==> src/rtl/rgb_pixel_feeder.sv <==
// rgb_pixel_feeder: buffers packed 24-bit RGB pixels in a small FIFO and
// hands them one at a time to the multi-cycle RGB-to-HSV converter.
// The next pixel is issued only after the converter's Ready rises again,
// so the channels never change in the middle of a conversion.
// Optional build macro: FEEDER_TIMEOUT_EN adds a WAIT-state watchdog that
// drops a stalled pixel and raises the sticky err flag.
module rgb_pixel_feeder #(
    parameter int DEPTH   = 4,
    parameter int AW      = 2,
    parameter int TIMEOUT = 64
) (
    input  logic          Clk,
    input  logic          reset,
    input  logic [23:0]   pix_in,
    input  logic          pix_valid,
    output logic          pix_ready,
    input  logic          conv_ready,
    output logic [31:0]   R,
    output logic [31:0]   G,
    output logic [31:0]   B,
    output logic          Start,
    output logic          px_done,
    output logic [15:0]   pix_count,
    output logic [AW:0]   fifo_level,
    output logic          err
);

    typedef enum logic [1:0] {
        IDLE  = 2'd0,
        START = 2'd1,
        WAIT  = 2'd2
    } state_t;

    state_t        state;
    state_t        next_state;

    logic [23:0]   mem [DEPTH];
    logic [AW-1:0] wr_ptr;
    logic [AW-1:0] rd_ptr;
    logic [AW:0]   level;

    logic          push;
    logic          pop;
    logic          done_evt;
    logic          conv_prev;
    logic          conv_rise;
    logic          timeout_hit;

    assign pix_ready  = (level != (AW+1)'(DEPTH));
    assign push       = pix_valid && pix_ready;
    assign conv_rise  = conv_ready && !conv_prev;
    assign fifo_level = level;

    // FIFO storage; no reset needed, occupancy is tracked by level
    always_ff @(posedge Clk) begin
        if (push) begin
            mem[wr_ptr] <= pix_in;
        end
    end

    // FIFO pointers and occupancy
    always_ff @(posedge Clk or posedge reset) begin
        if (reset) begin
            wr_ptr <= '0;
            rd_ptr <= '0;
            level  <= '0;
        end else begin
            if (push) begin
                wr_ptr <= wr_ptr + 1'b1;
            end
            if (pop) begin
                rd_ptr <= rd_ptr + 1'b1;
            end
            case ({push, pop})
                2'b10:   level <= level + 1'b1;
                2'b01:   level <= level - 1'b1;
                default: level <= level;
            endcase
        end
    end

    // FSM state register
    always_ff @(posedge Clk or posedge reset) begin
        if (reset) begin
            state <= IDLE;
        end else begin
            state <= next_state;
        end
    end

    // FSM next state, pop request and completion event
    always_comb begin
        next_state = state;
        pop        = 1'b0;
        done_evt   = 1'b0;
        case (state)
            IDLE: begin
                if (level != '0) begin
                    pop        = 1'b1;
                    next_state = START;
                end
            end
            START: begin
                next_state = WAIT;
            end
            WAIT: begin
                if (conv_rise) begin
                    done_evt   = 1'b1;
                    next_state = IDLE;
                end else if (timeout_hit) begin
                    next_state = IDLE;
                end
            end
            default: begin
                next_state = IDLE;
            end
        endcase
    end

    // Registered converter interface: channels, Start/px_done pulses, count
    always_ff @(posedge Clk or posedge reset) begin
        if (reset) begin
            R         <= '0;
            G         <= '0;
            B         <= '0;
            Start     <= 1'b0;
            px_done   <= 1'b0;
            pix_count <= '0;
            conv_prev <= 1'b0;
        end else begin
            conv_prev <= conv_ready;
            Start     <= pop;
            px_done   <= done_evt;
            if (done_evt) begin
                pix_count <= pix_count + 16'd1;
            end
            if (pop) begin
                R <= {24'b0, mem[rd_ptr][23:16]};
                G <= {24'b0, mem[rd_ptr][15:8]};
                B <= {24'b0, mem[rd_ptr][7:0]};
            end
        end
    end

`ifdef FEEDER_TIMEOUT_EN
    localparam int TW = $clog2(TIMEOUT + 1);

    logic [TW-1:0] wait_cnt;

    // Counts WAIT cycles; the last allowed cycle is TIMEOUT-1
    assign timeout_hit = (state == WAIT) && (wait_cnt == TW'(TIMEOUT - 1));

    // Watchdog counter and sticky error flag
    always_ff @(posedge Clk or posedge reset) begin
        if (reset) begin
            wait_cnt <= '0;
            err      <= 1'b0;
        end else begin
            if (state == START) begin
                wait_cnt <= '0;
            end else if (state == WAIT) begin
                wait_cnt <= wait_cnt + 1'b1;
            end
            if (timeout_hit && !conv_rise) begin
                err <= 1'b1;
            end
        end
    end
`else
    logic unused_timeout;

    // Without the watchdog WAIT never expires; TIMEOUT stays referenced only
    assign timeout_hit    = 1'b0;
    assign err            = 1'b0;
    assign unused_timeout = ^TIMEOUT;
`endif

endmodule
==> config.mk <==
export PLATFORM = sky130hd
export DESIGN_NAME = rgb_pixel_feeder
export DESIGN_NICKNAME = d
export VERILOG_FILES = /design/src/rtl/rgb_pixel_feeder.sv
export SDC_FILE = /design/constraint.sdc
export NUM_CORES = 1
export LEC_CHECK = 0
export CAP_MARGIN = 10
export CORE_AREA = 2 2 121 123
export CTS_CLUSTER_DIAMETER = 150
export CTS_CLUSTER_SIZE = 30
export DETAILED_ROUTE_END_ITERATION = 7
export DIE_AREA = 0 0 123 125
export HOLD_SLACK_MARGIN = 0.05
export PLACE_DENSITY = 0.75
export SLEW_MARGIN = 10
export SYNTH_ARGS = -nofsm -noshare
export SYNTH_HDL_FRONTEND = slang
export SYNTH_SLANG_ARGS = --single-unit
==> constraint.sdc <==
create_clock -name Clk -period 2.3 [get_ports Clk]
set_input_delay 0.46 -clock Clk [delete_from_list [all_inputs] [get_ports Clk]]
set_output_delay 0.46 -clock Clk [all_outputs]
set_load 0.02 [all_outputs]
* Word-level counts from Yosys, hierarchy flattened
Memories as Yosys holds them, arrays and structs flattened. A register that Yosys moved wholly into a read port is not among the register bits. Cells that the tools add are included.
Word-level totals: register bits 28, memory bits (writable) 96, bits of input ports 28, output and inout port bits 119, word-level logic and storage cells 38, memories kept 1
Memory list:
- mem | depth 4, width 24, read ports 1, clocked after memory_dff 1, write ports 1, line 37 | logic [23:0] mem [DEPTH];
Cells by class: add/sub/neg operators 5, equal/unequal tests 7, multiplexer cells 10, reductions and logical operators 7
Operators by type and width (count):
- $add A16 B1 Y16 const B | 1
- $mux W1 | 6
- $pmux W2 S3 | 1
- $pmux W3 S2 | 1
- $add A2 B1 Y2 const B | 2
- $eq A2 B1 Y1 const B | 2
- $eq A2 B2 Y1 const B | 2
- $mux W2 | 2
- $ne A2 B2 Y1 const B | 2
- $add A3 B1 Y3 const B | 1
- $ne A3 B3 Y1 const B | 1
- $reduce_bool A3 Y1 | 1
- $sub A3 B1 Y3 const B | 1
- $logic_and A1 B1 Y1 | 2
- $logic_not A2 Y1 | 1
- $reduce_and A2 Y1 | 1
- $reduce_bool A2 Y1 | 1
- $logic_not A1 Y1 | 1

* Logic depth before layout (Yosys ltp)
depth after elaboration 5, gate-level depth with buffers 11, gate-level depth less buffers 10

* Worst setup path after synthesis
Ideal clock, no wire load.
path kind register -> register, start point reg level[0], in the netlist fifo_level[0], end point reg level[2], in the netlist fifo_level[2], setup time 80 ps, data arrival time 2199 ps, required time 2220 ps, slack 21 ps, cell stages (with the launch flop) 12, path buffers 2, clock period less this slack 2279 ps, cell sequence dfrtp_1 > nor3_1 > or3_1 > buf_2 > clkinv_2 > buf_6 > ha_1 > inv_1 > fa_1 > xor2_1 > nor2_1 > xor2_1
On the way: longest elaborated chain between the ends 5, elaborated cells on any way between the ends 11, classes of those cells add/sub (2); eq/ne (3); mux (3); reduce/logical (3)
Ends and longest elaborated chain:
- start, declared | line 40 | logic [AW:0] level;
- start signal, assigned | line 75 | 2'b10: level <= level + 1'b1;
- start signal, assigned | line 76 | 2'b01: level <= level - 1'b1;
- start signal, assigned | line 77 | default: level <= level;
- $reduce_bool A3 Y1 (*) | line 98 | if (level != '0) begin
- $mux W1 (*) | line 98
- $mux W1 (*) | line 96 | case (state)
- net pop | line 43 | logic pop;
- $eq A2 B1 Y1 / $eq A2 B2 Y1 (equally long branches) | line 74 | case ({push, pop})
- $pmux W3 S2 / $reduce_bool A2 Y1 (equally long branches)
The timed path passes the listed nets; every way through them passes the cells marked *. A chain may end at the register's enable or synchronous reset.

* Worst setup path in the final report
start point reg level[0], in the netlist fifo_level[0], end point out pix_ready
On the way: longest elaborated chain between the ends 1
Ends and longest elaborated chain:
- $ne A3 B3 Y1 | line 49 | assign pix_ready = (level != (AW+1)'(DEPTH));
- end, declared | line 16 | output logic pix_ready,
Every way passes these cells.

==> results.ini <==
[outcome]
outcome = completed

[logic_synthesis]
synth-edff-count = 96
synth_ff_type = edfxtp_1
synthesis.instances = 411
synth-seq-cells = 148
ys_types = 34
yosysSeqAreaShare_pct = 66.89
yosysWarningCount = 0
syn_area_um2 = 6255
synth_async_sr_flop_share_pct = 35.14
syn_avg_cell_area_um2 = 15.22

[finish]
diodes = 0
final_util_pct = 53.36
mostFrequentLayoutCells = edfxtp_1 (96), nand2_1 (77), conb_1 (73), clkdlybuf4s50_1 (73), dfrtp_1 (51)
stdcell_count = 697
drive_above_1_share_pct = 14.81
fillers = 1169
area_delta_synth_final_pct = 21.16
nets = 535
final_common_cell = edfxtp_1

[floorplanning]
die_x_um = 123
pin_count = 147
start_util_pct = 44.04
die_h_um = 125
core.rowCount = 44
coreArea_um2 = 14200
dieArea_um2 = 15380

[pwr]
p_total_w = 0.009788
power_frac_seq_pct = 40.4
power_frac_comb_pct = 32.8
netSwitchingFraction_pct = 32.24
p_per_area_nw_per_um2 = 1292
leakage_nw = 3.053
p_sw_w = 0.003156
clkPwrFrac_pct = 26.7
max-vdd-ir-drop_mv = 0.8633
internal-power_w = 0.006632

[timing]
setup_viol = 0
rsz0062_at_grt = no
maxSlewHeadroom_pct = 62.65
fin_worst_skew_ns = 0.004928
finalSetupTns_ns = 0
final-hold-violation-count = 0
tightest_slew_ns = 0.5603
min_period_ns = 2.119
fmaxAchievable_mhz = 471.8
period_share_pct = 92.15
worst_slack_ns = 0.1806
slew_violations = 0

[worst_setup_path]
cp-start-kind = register
critical_path_class = register to output port
endpoint_kind = output port
worstPathArrival_ns = 1.66
critPathRequiredTime_ns = 1.84
critPathMaxStageDelay_ns = 0.62
slowest_stage = clkdlybuf4s50_1
path_buf_inv = 2
cp_max_fo = 6
path_delay_family = buffers and inverters
path_cells = inv_1 -> nand3_2 -> clkdlybuf4s50_1

[clocking]
post_cts_buffers = 0
htreeDepth = 4
cts_buffers = 17
cts_buffer_depth = 2
cts.sinks = 148
clkTransAtPathRegs_ns = 0.06
insertion_delay_ns = 0.41
cts-root-buf = clkbuf_16
cts_tree = built

[grt]
busiest_layer = met2
grt_pass1_vias = 3259
grt_max_degree = 53
grt_util_all_layers_pct = 15.36
antenna_found_initial = 0
met1_usage_pct = 18.73
use_met3_pct = 5.703
grt_overflow = 0
grt_pass1_wl_um = 17460
grt_use_met2_pct = 25.45

[drt]
wl_per_cell_um = 15.53
drt_iter0_markers = 158
antenna_left = 0
avgViaCountPerCell = 4.633
wirelength_um = 10820
dr.pass1.iters = 4
drc = 0
vias = 3229

[placement]
portBuffers = 73
dp_hpwl_um = 6763
gp_congestion = 0.7362
dp.cells = 665
dp_slack_ns = -0.01468

[job]
maxCapViolCount = 0

[min_path]
hold_class = input pin to async pin

## state kept, by name (all words and copies together), names as in the netlist, 2 cells and up
| signal | cells |
|---|---|
| pix_count | 16 |
| G | 8 |
| fifo_level | 3 |
| wr_ptr | 2 |
| state | 2 |
| R | 8 |
| rd_ptr | 2 |
| B | 8 |
| mem | 96 |
## final cells by class
type / count / area [um2] / share of cell area [%]
Clock buffer: 22 / 474.2 / 6.257
Clock inverter: 10 / 97.59 / 1.288
Inverter: 12 / 46.29 / 0.6109
Multi-Input combinational cell: 238 / 1664 / 21.96
Sequential cell: 148 / 4185 / 55.23
Tap cell: 184 / 230.2 / 3.038
Timing Repair Buffer: 83 / 880.8 / 11.62
## power by group through the flow
stage               Combinational [W]  Sequential [W]  Clock (W)
CTS                           0.00329         0.00397    0.00269
finish                        0.00321         0.00396    0.00262
detailed placement            0.00328         0.00402          0
global placement              0.00322         0.00397          0
floorplan                     0.00192         0.00420          0
global route                  0.00353         0.00404    0.00281
## worst paths after layout
kind | slack, ns | end | cells after the start | from
min reg2reg | 0.47 | pix_count[15] | 1 | pix_count[15]
max | 0.18 | pix_ready | 3 | fifo_level[0]
min in group Clk | 0.47 | pix_count[15] | 1 | pix_count[15]
min | 0.43 | pix_count[7] | 3 | reset
max in group asynchronous | 1.62 | rd_ptr[0] | 3 | reset
max reg2reg | 0.22 | fifo_level[2] | 10 | fifo_level[0]
## synthesized netlist by cell type, drive strengths merged, types with 2 or more instances
master  count  area share (%)
and3        5            0.50
and4        3            0.46
buf        84              10
dfrtp      52              21
edfxtp     96              46
ha          6             1.2
inv        11            0.66
mux2        2            0.36
mux2i       2            0.32
mux4       24             8.6
nand2      77             4.6
nand3       7            0.76
nand4       4            0.50
nor2        5            0.30
nor3        2            0.24
xnor2      14             2.0
xor2        7            0.98
## worst reg2reg max path, cell delays in order, from the launching register on
cell and delay (ns):
dfrtp_1 0.42, inv_1 0.13, nand3_2 0.12, and2_1 0.22
inv_1 0.07, ha_1 0.17, inv_1 0.06, fa_1 0.37
xor2_1 0.15, nor2_1 0.11, xor2_1 0.19
## layer usage
metal  wire [um]  part of all wire (%)
met3         802                   7.4
met4          95                  0.88
met2        5566                    51
met1        4358                    40
met5           0                     0
## metrics by stage
stage,hold slack [ns],area (um2)
floorplan,0.4583,6525
global placement,0.4587,7002
detailed placement,0.4613,7002
CTS,0.4240,7574
global route,0.4569,7579
finish,0.4307,7579
## cells by family (layout without fill, tap and decap cells)
group                      after synthesis  after routing  synth area share, %
DFF                                    148            148                66.89
adders and majority gates                7              7                1.520
and+or+nand+nor                        108            108                8.282
buffers and inverters                   97            127                10.90
other                                    1             73              0.05995
AOI/OAI and AO/OA                        1              1              0.07994
muxes                                   28             28                9.322
xor gates and xnor gates                21             21                2.941
## timing repair
action / CTS / global route
hold buffers: 0 / 0
setup endpoints to repair: 0 / 1
hold endpoints to repair: 0 / 0
resized for setup: 0 / 1
Note: power is estimated with default switching activity, not from simulation.
